<file path="src/rtl/req_gnt_ctrl_pkg.sv">
// req_gnt_pkg: shared channel-id and pipeline-entry types plus reset values
// for req_gnt_ctrl and its round-robin arbiter.
package req_gnt_pkg;

  // Ids are sized for the largest supported channel count; unused upper bits trim away.
  localparam int N_CH_MAX = 16;
  localparam int CH_ID_W  = $clog2(N_CH_MAX);

  typedef logic [CH_ID_W-1:0] ch_id_t;

  typedef struct packed {
    logic   valid;
    ch_id_t id;
  } pipe_entry_t;

  localparam pipe_entry_t PIPE_ENTRY_RST = '{valid: 1'b0, id: '0};
  localparam ch_id_t      PTR_RST        = '0;

endpackage

</file>
<file path="src/rtl/req_gnt_ctrl_rr_arbiter.sv">
// rr_arbiter: combinational round-robin pick of the first eligible channel
// at or after i_ptr; the pointer itself is owned by the caller.
module rr_arbiter
  import req_gnt_pkg::*;
#(
  parameter int N_CH = 4
) (
  input  logic [N_CH-1:0] i_eligible,
  input  ch_id_t          i_ptr,
  output logic            o_valid,
  output ch_id_t          o_winner
);

  logic [N_CH-1:0] w_rotated;
  int              w_sum;

  // Rotate so bit 0 is the channel at the pointer, then take the lowest set bit.
  assign w_rotated = N_CH'({i_eligible, i_eligible} >> i_ptr);

  always_comb begin
    o_valid  = 1'b0;
    o_winner = '0;
    w_sum    = 0;
    for (int k = N_CH - 1; k >= 0; k--) begin
      if (w_rotated[k]) begin
        w_sum = int'(i_ptr) + k;
        if (w_sum >= N_CH) begin
          w_sum = w_sum - N_CH;
        end
        o_valid  = 1'b1;
        o_winner = ch_id_t'(w_sum);
      end
    end
  end

endmodule

</file>
<file path="src/rtl/req_gnt_ctrl.sv">
// req_gnt_ctrl: round-robin request/grant controller with a fixed LATENCY grant pipeline.
// Define REQ_GNT_TIMEOUT_EN to add the TIMEOUT parameter, per-channel watchdogs and o_to_err.
module req_gnt_ctrl
  import req_gnt_pkg::*;
#(
  parameter int N_CH    = 4,
  parameter int LATENCY = 3
`ifdef REQ_GNT_TIMEOUT_EN
  ,
  parameter int TIMEOUT = 15
`endif
) (
  input  logic            i_clk,
  input  logic            i_rst,
  input  logic [N_CH-1:0] i_req,
  output logic [N_CH-1:0] o_gnt,
  output logic [N_CH-1:0] o_busy
`ifdef REQ_GNT_TIMEOUT_EN
  ,
  output logic [N_CH-1:0] o_to_err
`endif
);

  logic [N_CH-1:0] w_eligible;
  logic [N_CH-1:0] w_accept;
  logic [N_CH-1:0] w_gnt;
  logic            w_grantValid;
  ch_id_t          w_winner;

  ch_id_t          r_ptr;
  logic [N_CH-1:0] r_busy;
  pipe_entry_t     r_pipe [LATENCY];

  assign w_eligible = i_req & ~r_busy;

  rr_arbiter #(
    .N_CH(N_CH)
  ) u_arbiter (
    .i_eligible(w_eligible),
    .i_ptr     (r_ptr),
    .o_valid   (w_grantValid),
    .o_winner  (w_winner)
  );

  always_comb begin
    w_accept = '0;
    w_gnt    = '0;
    for (int i = 0; i < N_CH; i++) begin
      w_accept[i] = w_grantValid && (w_winner == ch_id_t'(i));
      w_gnt[i]    = r_pipe[LATENCY-1].valid && (r_pipe[LATENCY-1].id == ch_id_t'(i));
    end
  end

  // A channel's busy clears on the edge its grant is sampled, so it can re-arbitrate one edge later.
  always_ff @(posedge i_clk) begin
    if (i_rst) begin
      r_ptr  <= PTR_RST;
      r_busy <= '0;
    end else begin
      r_busy <= (r_busy & ~w_gnt) | w_accept;
      if (w_grantValid) begin
        r_ptr <= (w_winner == ch_id_t'(N_CH - 1)) ? PTR_RST : w_winner + ch_id_t'(1);
      end
    end
  end

  always_ff @(posedge i_clk) begin
    if (i_rst) begin
      for (int s = 0; s < LATENCY; s++) begin
        r_pipe[s] <= PIPE_ENTRY_RST;
      end
    end else begin
      r_pipe[0] <= '{valid: w_grantValid, id: w_winner};
      for (int s = 1; s < LATENCY; s++) begin
        r_pipe[s] <= r_pipe[s-1];
      end
    end
  end

  assign o_gnt  = w_gnt;
  assign o_busy = r_busy;

`ifdef REQ_GNT_TIMEOUT_EN
  localparam int CNT_W = $clog2(TIMEOUT + 1);

  logic [CNT_W-1:0] r_toCnt [N_CH];
  logic [N_CH-1:0]  r_toErr;

  // Flag is raised on the same edge the saturating wait counter reaches TIMEOUT.
  always_ff @(posedge i_clk) begin
    if (i_rst) begin
      r_toErr <= '0;
      for (int i = 0; i < N_CH; i++) begin
        r_toCnt[i] <= '0;
      end
    end else begin
      for (int i = 0; i < N_CH; i++) begin
        if (!i_req[i] || w_gnt[i]) begin
          r_toCnt[i] <= '0;
        end else if (r_toCnt[i] != CNT_W'(TIMEOUT)) begin
          r_toCnt[i] <= r_toCnt[i] + CNT_W'(1);
        end
        if (i_req[i] && !w_gnt[i] && (r_toCnt[i] >= CNT_W'(TIMEOUT - 1))) begin
          r_toErr[i] <= 1'b1;
        end
      end
    end
  end

  assign o_to_err = r_toErr;
`endif

endmodule

</file>
<file path="config.mk">
export PLATFORM = sky130hd
export DESIGN_NAME = req_gnt_ctrl
export DESIGN_NICKNAME = d
export VERILOG_FILES = /design/src/rtl/req_gnt_ctrl_pkg.sv /design/src/rtl/req_gnt_ctrl_rr_arbiter.sv /design/src/rtl/req_gnt_ctrl.sv
export SDC_FILE = /design/constraint.sdc
export NUM_CORES = 1
export LEC_CHECK = 0
export ABC_AREA = 0
export CORE_MARGIN = 2
export CORE_UTILIZATION = 40
export CTS_BUF_LIST = sky130_fd_sc_hd__clkbuf_8
export DETAILED_ROUTE_END_ITERATION = 10
export PLACE_DENSITY = 0.69
export SLEW_MARGIN = 25
export SYNTH_ARGS = -nofsm -noshare
export SYNTH_HDL_FRONTEND = slang
export SYNTH_HIERARCHICAL = 1
export SYNTH_SLANG_ARGS = --single-unit
</file>
<file path="constraint.sdc">
create_clock -name i_clk -period 3.1 [get_ports i_clk]
set_clock_uncertainty 0.1 [all_clocks]
set_input_delay 0.62 -clock i_clk [delete_from_list [all_inputs] [get_ports i_clk]]
set_output_delay 0.62 -clock i_clk [all_outputs]
set_load 0.005 [all_outputs]
</file>
Word level (Yosys, flattened, before mapping)
Memory sizes are Yosys's and may differ from the RTL's.
Cells that the tools add are included.
{ "word_totals": {"ff_bits": 8, "ram_bits": 15, "out_inout_bits": 8, "elab_cells": 59, "n_memories": 1} }
{ "classes": {"n_addsub": 8, "order_cmp": 4, "n_eq_ne": 6, "shifts": 1, "n_mux": 19, "n_bitwise": 8, "reduce_logical": 10} }
{ "memory_table": {"columns": ["memory", "words", "word_bits", "rd", "rd_ports_with_merged_regs", "wr", "line", "rtl"], "rows": [
  ["r_pipe", 3, 5, 3, 0, 3, "req_gnt_ctrl.sv:32", "pipe_entry_t r_pipe [LATENCY];"]
]} }
{ "op_table": {"columns": ["cell", "n"], "rows": [
  ["4-bit two-way mux", 9],
  ["4-bit by 2-bit == test with 1-bit output, second input constant", 4],
  ["5-bit by 3-bit greater-or-equal comparator with 1-bit output, second input constant", 3],
  ["5-bit two-way mux", 3],
  ["4-bit subtractor, second input constant", 3],
  ["4-bit by 2-bit adder with 5-bit output, second input constant", 2],
  ["4-bit AND", 2],
  ["4-bit by 1-bit == test with 1-bit output, second input constant", 2],
  ["1-bit logical AND", 8],
  ["4-bit zero test", 2],
  ["4-bit inverter", 2],
  ["8-bit by 4-bit right shift with 4-bit output", 1],
  ["1-bit two-way mux", 7],
  ["4-bit by 1-bit adder with 5-bit output, second input constant", 1],
  ["4-bit by 1-bit adder with 4-bit output, second input constant", 1],
  ["4-bit by 3-bit greater-or-equal comparator with 1-bit output, second input constant", 1],
  ["4-bit OR", 1],
  ["4-bit by 3-bit subtractor with 4-bit output, second input constant", 1],
  ["1-bit OR", 3]
]} }

Logic depth before layout (Yosys ltp)
{ "logic_depth": {"depth_word": 10, "ltp_mapped": 11, "ltp_nobuf": 11} }

Cells and area by module
Netlist, hierarchy kept.
{ "by_module_without_submodules": {"columns": ["mod", "instances", "cells_each", "area_per_inst_um2", "seq_area_each_um2"], "rows": [
  ["req_gnt_ctrl", 1, 84, 863.3, 460.4],
  ["rr_arbiter", 1, 69, 508.0, 0.0]
]} }

Worst setup path before layout
No wires, ideal clock.
{ "synth_path": {"kind": "input to register", "start": "input i_req[0]", "end": "register r_ptr[0]", "t_arrival_ps": 2605, "t_required_ps": 2871, "setup_slack_ps": 267, "stages": 10, "path_buffers": 0, "cell_sequence": "nor2b_1 -> and3b_1 -> o21ai_1 -> a221oi_2 -> nor2_1 -> o31ai_1 -> ha_1 -> or3b_1 -> a31oi_1 -> nor2_1"} }
{ "synth_via": {"elab_chain_len": 8, "word_cells_on_any_way": 13} }
{ "synth_rtl": {"columns": ["element", "line", "rtl"], "rows": [
  ["start: declaration", "req_gnt_ctrl.sv:15", "input logic [N_CH-1:0] i_req,"],
  ["4-bit AND (*)", "req_gnt_ctrl.sv:34", "assign w_eligible = i_req & ~r_busy;"],
  ["8-bit by 4-bit right shift with 4-bit output (*)", "req_gnt_ctrl_rr_arbiter.sv:18", "assign w_rotated = N_CH'({i_eligible, i_eligible} >> i_ptr);"],
  ["4-bit two-way mux (3 in a row)", "req_gnt_ctrl_rr_arbiter.sv:25", "if (w_rotated[k]) begin"],
  ["4-bit two-way mux (*)", "req_gnt_ctrl_rr_arbiter.sv:25", null],
  ["via w_winner[0]", "req_gnt_ctrl.sv:28", "ch_id_t w_winner;"],
  ["4-bit by 1-bit adder with 4-bit output / 4-bit by 2-bit == test with 1-bit output (equally long branches)", "req_gnt_ctrl.sv:62", "r_ptr <= (w_winner == ch_id_t'(N_CH - 1)) ? PTR_RST : w_winner + ch_id_t'(1);"],
  ["4-bit two-way mux (*)", "req_gnt_ctrl.sv:62", null],
  ["end signal: assignment", "req_gnt_ctrl.sv:62", null],
  ["end: declaration", "req_gnt_ctrl.sv:30", "ch_id_t r_ptr;"]
]} }
The timed path passes the listed nets; every way through them passes the cells marked *.
A chain may end at the register's enable or synchronous reset.

Final worst setup path
{ "layout_path": {"start": "input i_req[0]", "end": "register r_ptr[0]"} }
{ "layout_via": {"elab_chain_len": 8, "word_cells_on_any_way": 13} }
{ "layout_rtl": {"columns": ["element", "line", "rtl"], "rows": [
  ["4-bit AND (*)", "req_gnt_ctrl.sv:34", null],
  ["via w_eligible[0]", "req_gnt_ctrl.sv:24", "logic [N_CH-1:0] w_eligible;"],
  ["8-bit by 4-bit right shift with 4-bit output (*)", "req_gnt_ctrl_rr_arbiter.sv:18", null],
  ["4-bit two-way mux (3 in a row)", "req_gnt_ctrl_rr_arbiter.sv:25", null],
  ["4-bit two-way mux (*)", "req_gnt_ctrl_rr_arbiter.sv:25", null],
  ["via w_winner[1]", "req_gnt_ctrl.sv:28", null],
  ["4-bit by 2-bit == test with 1-bit output (*)", "req_gnt_ctrl.sv:62", null],
  ["4-bit two-way mux (*)", "req_gnt_ctrl.sv:62", null]
]} }
Marks and branches as above.

==> flow_summary.yaml <==
worst_hold_path:
  min-delay-start: "r_pipe[0][0]"
  timing.hold.worst_endpoint: "r_pipe[0][5]"
  hold_path_class: "reg2reg"
  whs_path_depth: 1
synth:
  yosys_warnings: 6
  netlist_area_sq_mm: 0.001371
  synthesis.instances: 153
  fraction_of_registers_with_async_set_reset_pct: 0
  netlist-cell-type-count: 43
  synth-seq-area-share_pct: 33.58
  yosys_register_bits: 23
  synth-edff-count: 0
  synth_top_flop_cell: "sky130_fd_sc_hd__dfxtp_1"
  avgSynthCellArea_sq_um: 8.963
  synthesis.nets: 171
cts:
  cts.htree.levels: 1
  cts_root_buf: "sky130_fd_sc_hd__clkbuf_8"
  worstSkewPairLatency_ns: 0.27
  cts_sinks: 23
  clkTransAtPathRegs_ns: 0.08
  cts_made_buffers: 3
  cts_hold_buf: 0
  cts.path.max_buffers: 2
  clock_tree_from_tritoncts: "done"
final_layout:
  diodes: 0
  leading_cell_type_in_the_layout_fill_and_taps_excluded: "sky130_fd_sc_hd__dfxtp_1"
  layout_common_cells: "sky130_fd_sc_hd__dfxtp_1 (22), sky130_fd_sc_hd__buf_4 (20), sky130_fd_sc_hd__nor2b_1 (17)"
  multiInputGateArea_sq_um: 963.4
  area_growth_syn_to_layout_pct: 34.31
  layout-drive-gt1-share_pct: 29.89
  fillers: 298
  sequential_cell_area_sq_um: 461.7
  design.final.nets: 203
  fin_cells: 230
floorplanning:
  floorplan.die_area_sq_mm: 0.003913
  die_h_microns: 62.55
  floorplan.initialDensity_pct: 41.42
  core-area_sq_mm: 0.003311
  floorplan.die.width_microns: 62.55
  row_count: 21
  top_level_i_o_count: 14
sta:
  tns_ns: 0
  timing_max_transition_violations_final: 0
  worst_slew_margin_rel_pct: 56.09
  final_worst_path_setup_slack_ns: 0.03269
  fmaxAchievable_mhz: 326.0
  setup_viol: 0
  finalCritPeriodShare_pct: 98.95
  final_period_minus_worst_setup_slack_ns: 3.067
  worstMarginPinSlew_ns: 0.6578
  hold_viol: 0
route:
  drt.antenna.violating_nets: 0
  wirelength_microns: 3451
  routed_via_density: 5.417
  drt_drc_violations_left: 0
  drtPass1Iterations: 4
  violation_count_after_the_first_detailed_routing_iteration: 139
  vias: 1246
  drt-wirelength-per-cell_microns: 15.00
setup_path:
  rrSetupSlack_ns: 0.10
  start_kind: "input pin"
  worst_r2r_path_cells: 11
  top_fanout_value_on_the_critical_path: 3
  crit_path_end_kind: "flop"
  crit_type: "in2reg"
  regToRegStartpoint: "r_ptr[0]"
  timing.critical_path.required_ns: 3.16
  critical_path_arrival_ns: 3.13
  critical_path.reg2reg.endpoint: "o_busy[0]"
run:
  max_cap_viols: 0
global_routing:
  grt.overflow.total: 0
  first_global_vias: 1192
  antenna_found_initial: 0
  global_route_wire_length_before_repair_microns: 5181
  pin_count_of_the_biggest_net_entering_global_routing: 22
  groute.usage.overall_pct: 16.06
run_status:
  outcome: "finished clean"
placement:
  place_inst: 224
  io_buffers: 13
  pre_cts_ws_ns: -0.2613
  place.gp.congestion: 0.8096
  hpwl_microns: 2262
pwr:
  worst_ir_drop_vdd_uv: 334.3
  leakage_nw: 0.7667
  p_per_area_mw_per_mm2: 1024
## power by group
part / internal [mW] / switching (mW) / leakage [nW]
clock network: 0.0909 / 0.0994 / 0.0217
logic: 0.632 / 0.579 / 0.556
registers: 0.384 / 0.102 / 0.189
total: 1.11 / 0.780 / 0.767
## through the flow
stage	total power, mW	util (%)	hold slack (ns)	cell area [sq um]
global placement	1.448	49.96	0.3231	1654
global route	2.013	55.63	0.3617	1842
detailed placement	1.498	49.96	0.3325	1654
finish	1.887	55.63	0.3471	1842
CTS	1.704	51.66	0.3520	1710
floorplan	1.090	-	0.3138	1371
## sequential cells by signal, summed over array words and instances (netlist names)
name / count
r_pipe: 15
o_busy: 4
r_ptr: 4
## synth_stat cells (4+ instances only)
cell                       instances  area [sq um]
sky130_fd_sc_hd__nor2_1           12         45.04
sky130_fd_sc_hd__o21ai_1           4         20.02
sky130_fd_sc_hd__ha_1             12         150.1
sky130_fd_sc_hd__xnor2_1           4         35.03
sky130_fd_sc_hd__a21oi_1           5         25.02
sky130_fd_sc_hd__a211oi_1          4         30.03
sky130_fd_sc_hd__nor2b_1          22         137.6
sky130_fd_sc_hd__inv_1             7         26.28
sky130_fd_sc_hd__dfxtp_1          23         460.4
sky130_fd_sc_hd__nand2_1          14         52.55
## cells by family after synthesis
logic type	count (synthesis)	share of synthesized area (%)
DFF	23	33.58
buffers and inverters	14	5.109
muxes	5	3.923
AOI/OAI and AO/OA	26	13.78
xor gates and xnor gates	6	3.832
and+or+nand+nor	67	28.83
adders and majority gates	12	10.95
## layout make-up
type | instances | share of cell area, %
Timing Repair Buffer | 33 | 15.22
Inverter | 8 | 1.630
Clock inverter | 1 | 0.4076
Multi-Input combinational cell | 116 | 52.31
Tap cell | 46 | 3.125
Clock buffer | 3 | 2.242
Sequential cell | 23 | 25.07
## metal layers
layer  vias up  global-route usage [%]  wire (microns)
met5         -                       0               0
met4         0                   5.556              51
met3         7                   3.243             168
met2        49                   29.57            1888
met1       602                   18.28            1342
li1        588                       -               -
## repair_timing
action	4_1_cts	5_1_grt
pin swaps	0	8
endpoints found under the hold margin	0	0
endpoints found under the setup margin	1	8
gates resized for setup	1	26
setup buffers	0	2
## worst max-delay path: stages
cell                              delay [ns]
sky130_fd_sc_hd__clkdlybuf4s50_1        0.40
sky130_fd_sc_hd__nor2b_4                0.12
sky130_fd_sc_hd__and3b_2                0.23
sky130_fd_sc_hd__or3_4                  0.39
sky130_fd_sc_hd__nand3b_1               0.14
sky130_fd_sc_hd__nand3b_1               0.11
sky130_fd_sc_hd__a32oi_2                0.26
sky130_fd_sc_hd__ha_2                   0.24
sky130_fd_sc_hd__or3b_1                 0.35
sky130_fd_sc_hd__a31oi_1                0.20
sky130_fd_sc_hd__nor2_1                 0.06
## worst max-delay path by stage
stage / from / to / slack, ns / depth (start not counted)
detailed placement: i_req[3] / r_ptr[0] / -0.26 / 11
CTS: i_req[3] / r_ptr[0] / 0.04 / 11
finish: i_req[0] / r_ptr[0] / 0.03 / 11
global placement: i_req[0] / r_ptr[0] / -0.16 / 11
floorplan: i_req[0] / r_ptr[0] / 0.27 / 10
global route: i_req[1] / r_ptr[2] / -0.09 / 11
Note: power is estimated with default switching activity, not from simulation.
